==> config.mk <==
export PLATFORM = sky130hd
export DESIGN_NAME = bram_rd_pipe
export DESIGN_NICKNAME = d
export VERILOG_FILES = /design/src/rtl/bram_rd_pipe.sv
export SDC_FILE = /design/constraint.sdc
export NUM_CORES = 1
export LEC_CHECK = 0
export BUFFER_PORTS_ARGS = -buffer_cell sky130_fd_sc_hd__buf_2
export CAP_MARGIN = 0
export CORE_AREA = 2 2 69 58
export CTS_CLUSTER_SIZE = 20
export DETAILED_ROUTE_END_ITERATION = 10
export DIE_AREA = 0 0 71 60
export PLACE_DENSITY_LB_ADDON = 0.08
export SLEW_MARGIN = 30
export SYNTH_ARGS = -nofsm -noshare
export SYNTH_HDL_FRONTEND = slang
export SYNTH_SLANG_ARGS = --single-unit
==> constraint.sdc <==
create_clock -name clk -period 1.3 [get_ports clk]
set_clock_uncertainty 0.15 [all_clocks]
set_input_delay 0.065 -clock clk [delete_from_list [all_inputs] [get_ports clk]]
set_output_delay 0.065 -clock clk [all_outputs]
set_load 0.005 [all_outputs]
==> src/rtl/bram_rd_pipe.sv <==
// Read return pipeline: STAGES-deep shift register of {valid, err, data}.
// Latency STAGES cycles; no backpressure, one beat accepted per cycle.
// Data stages load only on a valid beat, so the last stage holds the last read.
module bram_rd_pipe #(
  parameter int unsigned DATA_W = 32,
  parameter int unsigned STAGES = 1
) (
  input  logic              clk,
  input  logic              reset,
  input  logic              in_vld,
  input  logic              in_err,
  input  logic [DATA_W-1:0] in_dat,
  output logic              out_vld,
  output logic              out_err,
  output logic [DATA_W-1:0] out_dat
);

  logic [STAGES-1:0] vld_q;
  logic [STAGES-1:0] err_q;
  logic [DATA_W-1:0] dat_q [STAGES];

  always_ff @(posedge clk) begin
    if (reset) begin
      vld_q <= '0;
      err_q <= '0;
      for (int i = 0; i < int'(STAGES); i++) begin
        dat_q[i] <= '1;
      end
    end else begin
      vld_q[0] <= in_vld;
      err_q[0] <= in_err;
      if (in_vld) begin
        dat_q[0] <= in_dat;
      end
      for (int i = 1; i < int'(STAGES); i++) begin
        vld_q[i] <= vld_q[i-1];
        err_q[i] <= err_q[i-1];
        if (vld_q[i-1]) begin
          dat_q[i] <= dat_q[i-1];
        end
      end
    end
  end

  assign out_vld = vld_q[STAGES-1];
  assign out_err = err_q[STAGES-1];
  assign out_dat = dat_q[STAGES-1];

endmodule

---- Word-level counts from Yosys, hierarchy flattened ----
Memories as Yosys holds them, arrays and structs flattened.
Cells that the tools add are included.
storage, ports and cells
  output and inout bits ................... 34
  word-level logic and storage cells ...... 11
  memories kept ........................... 1
  flip-flop bits (word level) ............. 2
  input port bits ......................... 36
  RAM bits ................................ 32
cells by class
  mux-type cells .......................... 7
  reductions and logical operators ........ 1
memory list
  name   depth  bits a word  rd ports  clocked after Yosys merged registers in  write ports  RTL line  source
  dat_q  1      32           1         0                                        1            20        logic [DATA_W-1:0] dat_q [STAGES];
operators by type and width
  cell                 number
  32-bit 2-to-1 mux    1
  32-bit OR reduction  1
  1-bit 2-to-1 mux     6

---- Logic depth before layout (Yosys ltp) ----
Gate-level depths: netlist of run 1.
  word-level depth ........................ 5
  depth in mapped cells ................... 2
  gate-level depth less buffers ........... 1

---- Worst setup path before layout of run 1 ----
No wires, ideal clock.
  path type ............................... input port to flip-flop
  start ................................... input port reset
  end ..................................... memory dat_q[0][0] (enable)
  buffers on the path ..................... 1
  setup time .............................. 375 ps
  setup slack ............................. 2 ps
  stages on the path ...................... 2
  required time ........................... 775 ps
  arrival time ............................ 773 ps
  cell sequence ........................... clkbuf_1 -> or2_2
between the ends
  word-level cells in the longest chain between the ends .. 4
  elaborated cells on any way between the ends .. 6
  those cells by class .................... 5 x mux; 1 x reduce/logical
RTL lines
  what                                    RTL line  source
  from (decl)                             9         input logic reset,
  1-bit 2-to-1 mux                        23        if (reset) begin
  1-bit 2-to-1 mux (not written as such)  33        dat_q[0] <= in_dat;
  32-bit OR reduction (no source line)    n/a
  1-bit 2-to-1 mux (no source line) (*)   n/a
  to (decl)                               20
Mark *: on every way between the ends. The rest lies on a longest branch, timed or not.

---- Worst setup path in the final report of run 1 ----
  start ................................... input port in_dat[0]
  end ..................................... memory dat_q[0][0] (data pin)
between the ends
  word-level cells in the longest chain between the ends .. 1
RTL lines
  what                                RTL line  source
  from (decl)                         12        input logic [DATA_W-1:0] in_dat,
  32-bit 2-to-1 mux (no source line)  n/a
No other way between the ends.

==> results of run 1 <==
through the flow:
stage / area (um^2) / worst slack, ns
2_1_floorplan: 1330 / 0.00217
3_3_place_gp: 1770 / 0.130
3_5_place_dp: 1770 / 0.0966
4_1_cts: 2180 / 0.0259
5_1_grt: 2180 / 0.0267
6_report: 2180 / 0.0112
state kept, by name (all words and copies together), names as in the netlist:
register and count:
dat_q 32, out_err 1, out_vld 1
synthesized netlist by cell type (all sizes together):
library cell,count,area (um^2)
or2,1,6.26
dfxtp,2,40.0
or3b,32,280
nor2b,2,12.5
edfxtp,32,961
buf,1,5.00
clkbuf,5,21.3
kinds of logic after synthesis:
kind of cell	synth area share, %
simple gates	22.5
buf+inv	1.98
flops	75.5
worst max-delay path by stage:
stage                           from                         end  cells after the start
after floorplan                reset   dat_q[0][0]$_SDFFCE_PN1P_                      2
after global placement         reset  dat_q[0][13]$_SDFFCE_PN1P_                      3
after detailed placement       reset  dat_q[0][19]$_SDFFCE_PN1P_                      3
after CTS                  in_dat[0]   dat_q[0][0]$_SDFFCE_PN1P_                      3
after global routing      in_dat[31]  dat_q[0][31]$_SDFFCE_PN1P_                      3
final                      in_dat[0]   dat_q[0][0]$_SDFFCE_PN1P_                      3
worst max-delay path, stage by stage:
cell	delay (ns)
dlygate4sd3_1	0.54
buf_2	0.12
or3b_2	0.43
what timing repair did:
| item | CTS | global route |
|---|---|---|
| hold buffers | 33 | 0 |
| endpoints found under the setup margin | 0 | 0 |
| endpoints found under the hold margin | 33 | 0 |
| gates resized for setup | 0 | 0 |
metal layers:
metal	wire length (um)	share of wire [%]	vias to the layer above	GRT usage [%]
met5	0	0	-	0
met4	21	0.76	0	5.66
met3	236	8.5	4	6.75
met2	1310	47	41	21.8
met1	1200	43	449	16.5
li1	-	-	501	-
cell type report:
type	instances	area [um^2]
clock buffer	8	80.1
fill	306	1450
sequential	34	1000
multi-input combinational	35	299
timing repair buffer	108	746
tap	44	55.1
power breakdown:
| part | internal (W) | switching, W | leakage, nW |
|---|---|---|---|
| clock | 0.000380 | 0.000334 | 0.0395 |
| sequential | 0.00129 | 0.0000211 | 0.317 |
| combinational | 0.000204 | 0.000117 | 0.518 |
| total | 0.00187 | 0.000472 | 0.875 |
==> metrics.md, run 1 <==
| Metric | Value |
|---|---|
| Largest net degree at the start of global routing | `19` |
| CTS sink cnt | `34` |
| Num CTS Buffers | `5` |
| RSZ-0062 raised after global routing | `false` |
| Pre-antenna DRT Iters | `3` |
| Congestion Overflow GR | `0` |
| CTS root buf | `clkbuf_8` |
| Register bit total from synthesis | `34` |
| WHS | `0.0153 ns` |
| Final antenna diode count | `0` |
| Total power | `0.00235 W` |
| Routability cong. | `0.653` |
| Starting Density | `36.6%` |
| Final count of hold timing violations | `0` |
| H-tree depth | `2` |
| Site row count | `20` |
| Fin crit share | `99.1%` |
| Crit path DAT | `1.15 ns` |
| Slew margin rel. | `91.0%` |
| Avg Cell Area, Syn | `17.7 um^2` |
| Placed Cells | `188` |
| Core area | `3630 um^2` |
| Critical path type | `in2reg` |
| Drt wl/cell | `12.1 um` |
| Die Width | `71 um` |
| Register area share after synthesis | `75.5%` |
| Util after Layout | `60.1%` |
| Final wirelength | `2.77 mm` |
| Syn nets | `111` |
| Leading cell type in the layout, fill and taps excluded | `buf_2` |
| DRC | `0` |
| Tmin final | `1.29 ns` |
| Fmax | `776 MHz` |
| Status | `finished clean` |
| Final Max Slew Viols | `0` |
| Layout Area Growth over Synthesis | `64.4%` |
| Setup violators final | `0` |
| Final non-filler cell total | `229` |
| DRT iter0 DRCs | `65` |
| Most frequent cells in the layout | `buf_2 (69), dlygate4sd3_1 (33), edfxtp_1 (32), or3b_1 (28), clkbuf_8 (5)` |
| Startpoint types | `input pin` |
| DR vias/cell | `4.34` |
| Hold Path Stages | `2` |
| Post-DP HPWL | `1.87 mm` |
| Number of warnings issued by yosys | `0` |
| Hold EP | `dat_q[0][6]$_SDFFCE_PN1P_` |
| Hold Path Origin | `reset` |
| Layout cells sized above 1 | `45.9%` |
| Crit path max fanout | `1` |
| Netlist Area Pre-Place | `1330 um^2` |
| First-pass GRT wire length | `4.28 mm` |
| Hold Path Class | `in2reg` |
| Clk pin slew, worst setup/hold paths | `0.06 ns` |
| Remaining antenna violation count | `0` |
| Total power per unit cell area | `1080 nW/um^2` |
| Final nets | `220` |
| CTS Buffer Depth | `2` |
| Worst vdd ir | `0.000488 V` |
| I/O pin total | `70` |
| Synth unique cells | `9` |
| Actual slew at the worst max-slew pin | `0.134 ns` |
| DR vias | `995` |
| Die footprint | `4260 um^2` |
| Worst EP required | `1.17 ns` |
| CP endpoint kind | `flop` |
| Sum Neg Setup Slack | `0 ns` |
| Setup bufs post-CTS | `0` |
| Die height | `60 um` |
| Max cap viols | `0` |
| Static Leak | `0.875 nW` |
| Number of port buffers | `69` |
| GRT Resource Usage Total | `13.8%` |
| Vias in the first global route | `949` |
| Post-synthesis instance total | `75` |
| TritonCTS clock tree | `built` |
| Initial antenna violation count | `0` |
(Power assumes the default switching activity.)
==> run 2, diff against run 1 <==
ABC_AREA = 1   (was not set)
CORE_AREA = 2 2 70 58   (was 2 2 69 58)
DIE_AREA = 0 0 72 60   (was 0 0 71 60)
==> run 2 against run 1 <==
Against the previous run: sequential cell count stayed put; clock power hardly changed; highest routed layer unchanged; synthesized cell count is 48% higher.
==> metrics.md, run 2 <==
| Metric | Value |
|---|---|
| Register area share after synthesis | `71.4%` |
| Num CTS Buffers | `5` |
| Crit path max-delay cell type | `dlygate4sd3_1` |
| DRT iter0 DRCs | `71` |
| Critical path type | `in2reg` |
| CTS sink cnt | `34` |
| Starting Density | `38.1%` |
| Crit path DAT | `1.08 ns` |
| Post-DP HPWL | `2.02 mm` |
| Clk pin slew, worst setup/hold paths | `0.07 ns` |
| Sum Neg Setup Slack | `0 ns` |
| Buffers plus inverters on the worst setup path | `4` |
| CP peak stage delay | `0.52 ns` |
| Largest net degree at the start of global routing | `20` |
| Routability cong. | `0.667` |
| Synth unique cells | `10` |
| Crit-path leading delay family | `buffers and inverters` |
| Slew margin rel. | `87.8%` |
| Worst EP required | `1.12 ns` |
| Pre-antenna DRT Iters | `4` |
| Fill cells | `319` |
| Fmax | `793 MHz` |
| Post-synth top area cell | `edfxtp_1` |
| Register bit total from synthesis | `34` |
| Total power | `0.00237 W` |
| Hold EP | `out_err$_SDFF_PP0_` |
| Hold Path Stages | `3` |
| Fin crit share | `97.0%` |
| Hold Path Origin | `reset` |
| Number of port buffers | `69` |
| Synth async-reset ratio | `0%` |
| Max cap viols | `0` |
| Final wirelength | `3.12 mm` |
| Netlist Area Pre-Place | `1400 um^2` |
| Final count of hold timing violations | `0` |
| Dominant synthesized flop cell | `edfxtp_1` |
| Startpoint types | `input pin` |
| Core area | `3680 um^2` |
| Leading cell type in the layout, fill and taps excluded | `buf_2` |
| I/O pin total | `70` |
| Layout Area Growth over Synthesis | `57.5%` |
| Post-synth EDFFs | `32` |
| Number of warnings issued by yosys | `0` |
| Initial antenna violation count | `0` |
| Status | `finished clean` |
| DR vias/cell | `4.16` |
| CP cell instances | `dlygate4sd3_1, buf_2, inv_1, nand2_2, buf_6` |
| Number of flip-flops in the largest register | `32` |
| Total power per unit cell area | `1070 nW/um^2` |
| Actual slew at the worst max-slew pin | `0.183 ns` |
| Hold Path Class | `in2reg` |
| Congestion Overflow GR | `0` |
| Static Leak | `1.02 nW` |
| Die height | `60 um` |
| CTS Buffer Depth | `2` |
| Drt wl/cell | `11.7 um` |
| DRC | `0` |
| CP endpoint kind | `flop` |
| Die footprint | `4320 um^2` |
| Layout cells sized above 1 | `38.7%` |
| TritonCTS clock tree | `built` |
| Syn nets | `147` |
| First-pass GRT wire length | `4.75 mm` |
| Vias in the first global route | `1052` |
| Avg Cell Area, Syn | `12.6 um^2` |
| GRT Resource Usage Total | `15.3%` |
| Die Width | `72 um` |
| Worst vdd ir | `0.000551 V` |
| CTS root buf | `clkbuf_8` |
| Synth top cells by count | `inv_1 (34), edfxtp_1 (32), nand3_1 (29)` |
| RSZ-0062 raised after global routing | `true` |
| Final antenna diode count | `0` |
| Crit path max fanout | `19` |
| Post-synthesis instance total | `111` |
| Post-synth top area share | `68.5%` |
| Final Max Slew Viols | `0` |
| Setup violators final | `0` |
| DR vias | `1106` |
| Most frequent cell after synthesis | `inv_1` |
| Site row count | `20` |
| Top cells by area, synth | `edfxtp_1 (69%), nand3_1 (10%), inv_1 (9.1%), buf_6 (4.0%), dfxtp_1 (2.9%)` |
| Tmin final | `1.26 ns` |
| H-tree depth | `2` |
| Final nets | `257` |
| Most frequent cells in the layout | `buf_2 (69), dlygate4sd3_1 (35), inv_1 (34), edfxtp_1 (32), nand3_1 (29)` |
| Setup bufs post-CTS | `0` |
| Biggest register | `dat_q` |
| Remaining antenna violation count | `0` |
## run 2: layer usage
layer / up-vias / track usage (%) / wire length [um]
met3: 5 / 5.23 / 232
met1: 483 / 17.9 / 1280
met5: - / 0 / 0
met4: 0 / 7.28 / 38
li1: 575 / - / -
met2: 43 / 25.5 / 1570
## run 2: cells by family after synthesis
logic type             Yosys count  synth area share [%]
buffers and inverters           42                  15.3
AND/OR/NAND/NOR                 35                  13.3
flip-flops                      34                  71.4
## run 2: final cells by class
cell class | instances | area, um^2 | area share, %
clock buffer | 6 | 72.6 | 3.28
clock inverter | 2 | 8.76 | 0.396
inverter | 35 | 131 | 5.95
multi-input combinational | 35 | 189 | 8.55
sequential | 34 | 1000 | 45.3
tap | 44 | 55.1 | 2.49
timing repair buffer | 110 | 752 | 34.0
## run 2: report_power, final
| part | leakage [nW] | internal, W | switching, W | total (W) |
|---|---|---|---|---|
| clock | 0.0426 | 0.000367 | 0.000347 | 0.000714 |
| sequential | 0.317 | 0.00129 | 0.0000190 | 0.00131 |
| combinational | 0.659 | 0.000196 | 0.000149 | 0.000345 |
| total | 1.02 | 0.00185 | 0.000515 | 0.00237 |
## run 2: timing repair
action / CTS / global route
hold endpoints to repair: 34 / 1
hold buffers: 35 / 1
gates resized for setup: 0 / 3
setup endpoints to repair: 0 / 31
## run 2: per-stage QoR
step	worst slack (ns)	hold WS [ns]	utilization, %	std cells	cell area [um^2]
2_1_floorplan	0.123	-0.0138	-	111	1410
3_3_place_gp	0.294	0.120	48.0	223	1770
3_5_place_dp	0.263	0.127	48.0	223	1770
4_1_cts	0.0202	0.366	59.8	266	2200
5_1_grt	-0.00951	0.385	60.1	266	2210
6_report	0.0395	0.373	60.1	266	2210
## run 2: worst max-delay path by stage
stage / from / to / slack (ns) / cells past startpoint
2_1_floorplan: reset / dat_q[0][0]$_SDFFCE_PN1P_ / 0.12 / 3
3_3_place_gp: in_vld / dat_q[0][2]$_SDFFCE_PN1P_ / 0.29 / 4
3_5_place_dp: in_vld / dat_q[0][4]$_SDFFCE_PN1P_ / 0.26 / 4
4_1_cts: in_vld / dat_q[0][16]$_SDFFCE_PN1P_ / 0.02 / 5
5_1_grt: in_vld / dat_q[0][16]$_SDFFCE_PN1P_ / -0.01 / 5
6_report: in_vld / dat_q[0][12]$_SDFFCE_PN1P_ / 0.04 / 5
==> run 3, diff against run 2 <==
CORE_AREA = 2 2 63 59   (was 2 2 70 58)
DIE_AREA = 0 0 65 61   (was 0 0 72 60)
SKIP_CTS_REPAIR_TIMING = 1   (was not set)
clock period = 1.2 ns   (was 1.3 ns; I/O delays follow)
==> run 3 against run 2 <==
Against the previous run: non-clock buffer count decreased by 1; power increased by 17%; critical path depth decreased by 4; setup slack improved by 0.16 ns; via count increased by 1.4%; wire length decreased by 5.0%; clock power increased by 37%; cell count decreased by 0.38%; hold slack got worse by 0.37 ns; sequential share of layout area decreased by 0.83 points; sequential cell count unchanged.
==> metrics.md, run 3 (synthesis results as in run 2) <==
| Metric | Value |
|---|---|
| First-pass GRT wire length | `3.87 mm` |
| Placed Cells | `223` |
| Starting Density | `42.8%` |
| Max cap viols | `0` |
| Biggest register | `dat_q` |
| CTS sink cnt | `34` |
| Post-DP HPWL | `1.85 mm` |
| Fill cells | `256` |
| Critical path type | `reg2out` |
| Number of flip-flops in the largest register | `32` |
| Finished Cell Area | `2250 um^2` |
| Congestion Overflow GR | `0` |
| Die height | `61 um` |
| Crit path max fanout | `1` |
| Tmin final | `0.999 ns` |
| CP endpoint kind | `output pin` |
| Worst EP required | `0.99 ns` |
| Fin crit share | `83.2%` |
| Drt wl/cell | `11.2 um` |
| Sum Neg Setup Slack | `0 ns` |
| GRT Resource Usage Total | `13.7%` |
| Worst vdd ir | `0.000984 V` |
| Cell Area, Placed | `1800 um^2` |
| Actual slew at the worst max-slew pin | `0.217 ns` |
| CTS root buf | `clkbuf_8` |
| CP Launch Point | `dat_q[0][20]$_SDFFCE_PN1P_` |
| Setup violators final | `0` |
| CTS Buffer Depth | `2` |
| Final Max Slew Viols | `0` |
| RSZ-0062 raised after global routing | `false` |
| Hold Path Origin | `in_vld` |
| Largest net degree at the start of global routing | `33` |
| Layout Area Growth over Synthesis | `60.5%` |
| Final non-filler cell total | `265` |
| TritonCTS clock tree | `built` |
| Vias in the first global route | `908` |
| Hold Path Class | `in2reg` |
| Die footprint | `3970 um^2` |
| Total power per unit cell area | `1240 nW/um^2` |
| Static Leak | `1.04 nW` |
| Final antenna diode count | `0` |
| Initial antenna violation count | `0` |
| I/O pin total | `70` |
| Remaining antenna violation count | `0` |
| Site row count | `20` |
| Crit-path leading delay family | `flip-flops` |
| Final count of hold timing violations | `0` |
| Total power | `0.00278 W` |
| Final nets | `256` |
| Clk pin slew, worst setup/hold paths | `0.06 ns` |
| Startpoint types | `flop` |
| Num CTS Buffers | `5` |
| DR vias | `1121` |
| Number of port buffers | `69` |
| DRC | `0` |
| Buffers plus inverters on the worst setup path | `1` |
| Pre-antenna DRT Iters | `4` |
| Status | `finished clean` |
| Most frequent cells in the layout | `buf_2 (69), inv_1 (34), dlygate4sd3_1 (34), edfxtp_1 (32), nand3_1 (29)` |
| Crit path max-delay cell type | `edfxtp_1` |
| Fmax | `1000 MHz` |
| Core area | `3280 um^2` |
| Layout cells sized above 1 | `38.9%` |
| Die Width | `65 um` |
| Sequential Area | `1000 um^2` |
| CP peak stage delay | `0.38 ns` |
| Final wirelength | `2.97 mm` |
| CP cell instances | `buf_2` |
| Crit path DAT | `0.79 ns` |
| Routability cong. | `0.618` |
| Leading cell type in the layout, fill and taps excluded | `buf_2` |
| Area occupied by multi-input gates | `189 um^2` |
| DRT iter0 DRCs | `68` |
| Slew margin rel. | `85.6%` |
| DR vias/cell | `4.23` |
| H-tree depth | `2` |
[run 3: cell count changes in the layout (fill, tap and decap cells not counted), sizes merged]
cell         delta
clkbuf          +1
bufinv          +1
dlygate4sd3     -1
clkinv          -2
[run 3: final cells by class]
type                       instances  area share (%)
inverter                          35            5.84
sequential                        34            44.5
clock inverter                     1            1.33
clock buffer                       7            3.39
multi-input combinational         35            8.39
tap                               44            2.45
timing repair buffer             109            34.1
[run 3: path summary, 6_finish.rpt]
kind | end | depth (start not counted)
worst max-delay path | out_dat[20] | 1
worst min-delay path | out_vld$_SDFF_PP0_ | 4
[run 3: layer usage]
layer	vias up	wire [um]	GRT usage [%]
li1	573	-	-
met1	489	1210	16.2
met2	51	1490	22.2
met3	8	219	4.08
met4	0	55	9.12
met5	-	0	0
[run 3: where the power goes]
part | total (W) | internal [W] | switching (W)
combinational | 0.000380 | 0.000219 | 0.000160
sequential | 0.00142 | 0.00140 | 0.0000225
clock | 0.000981 | 0.000620 | 0.000361
[run 3: per-stage QoR]
step / util (%) / setup slack (ns) / hold slack (ns)
after CTS: 58.3 / 0.183 / -0.184
after global placement: 55.0 / 0.251 / 0.109
after floorplan: - / 0.0276 / -0.0188
final: 68.7 / 0.201 / 0.00128
after detailed placement: 55.0 / 0.229 / 0.112
after global routing: 68.7 / 0.160 / 0.0230
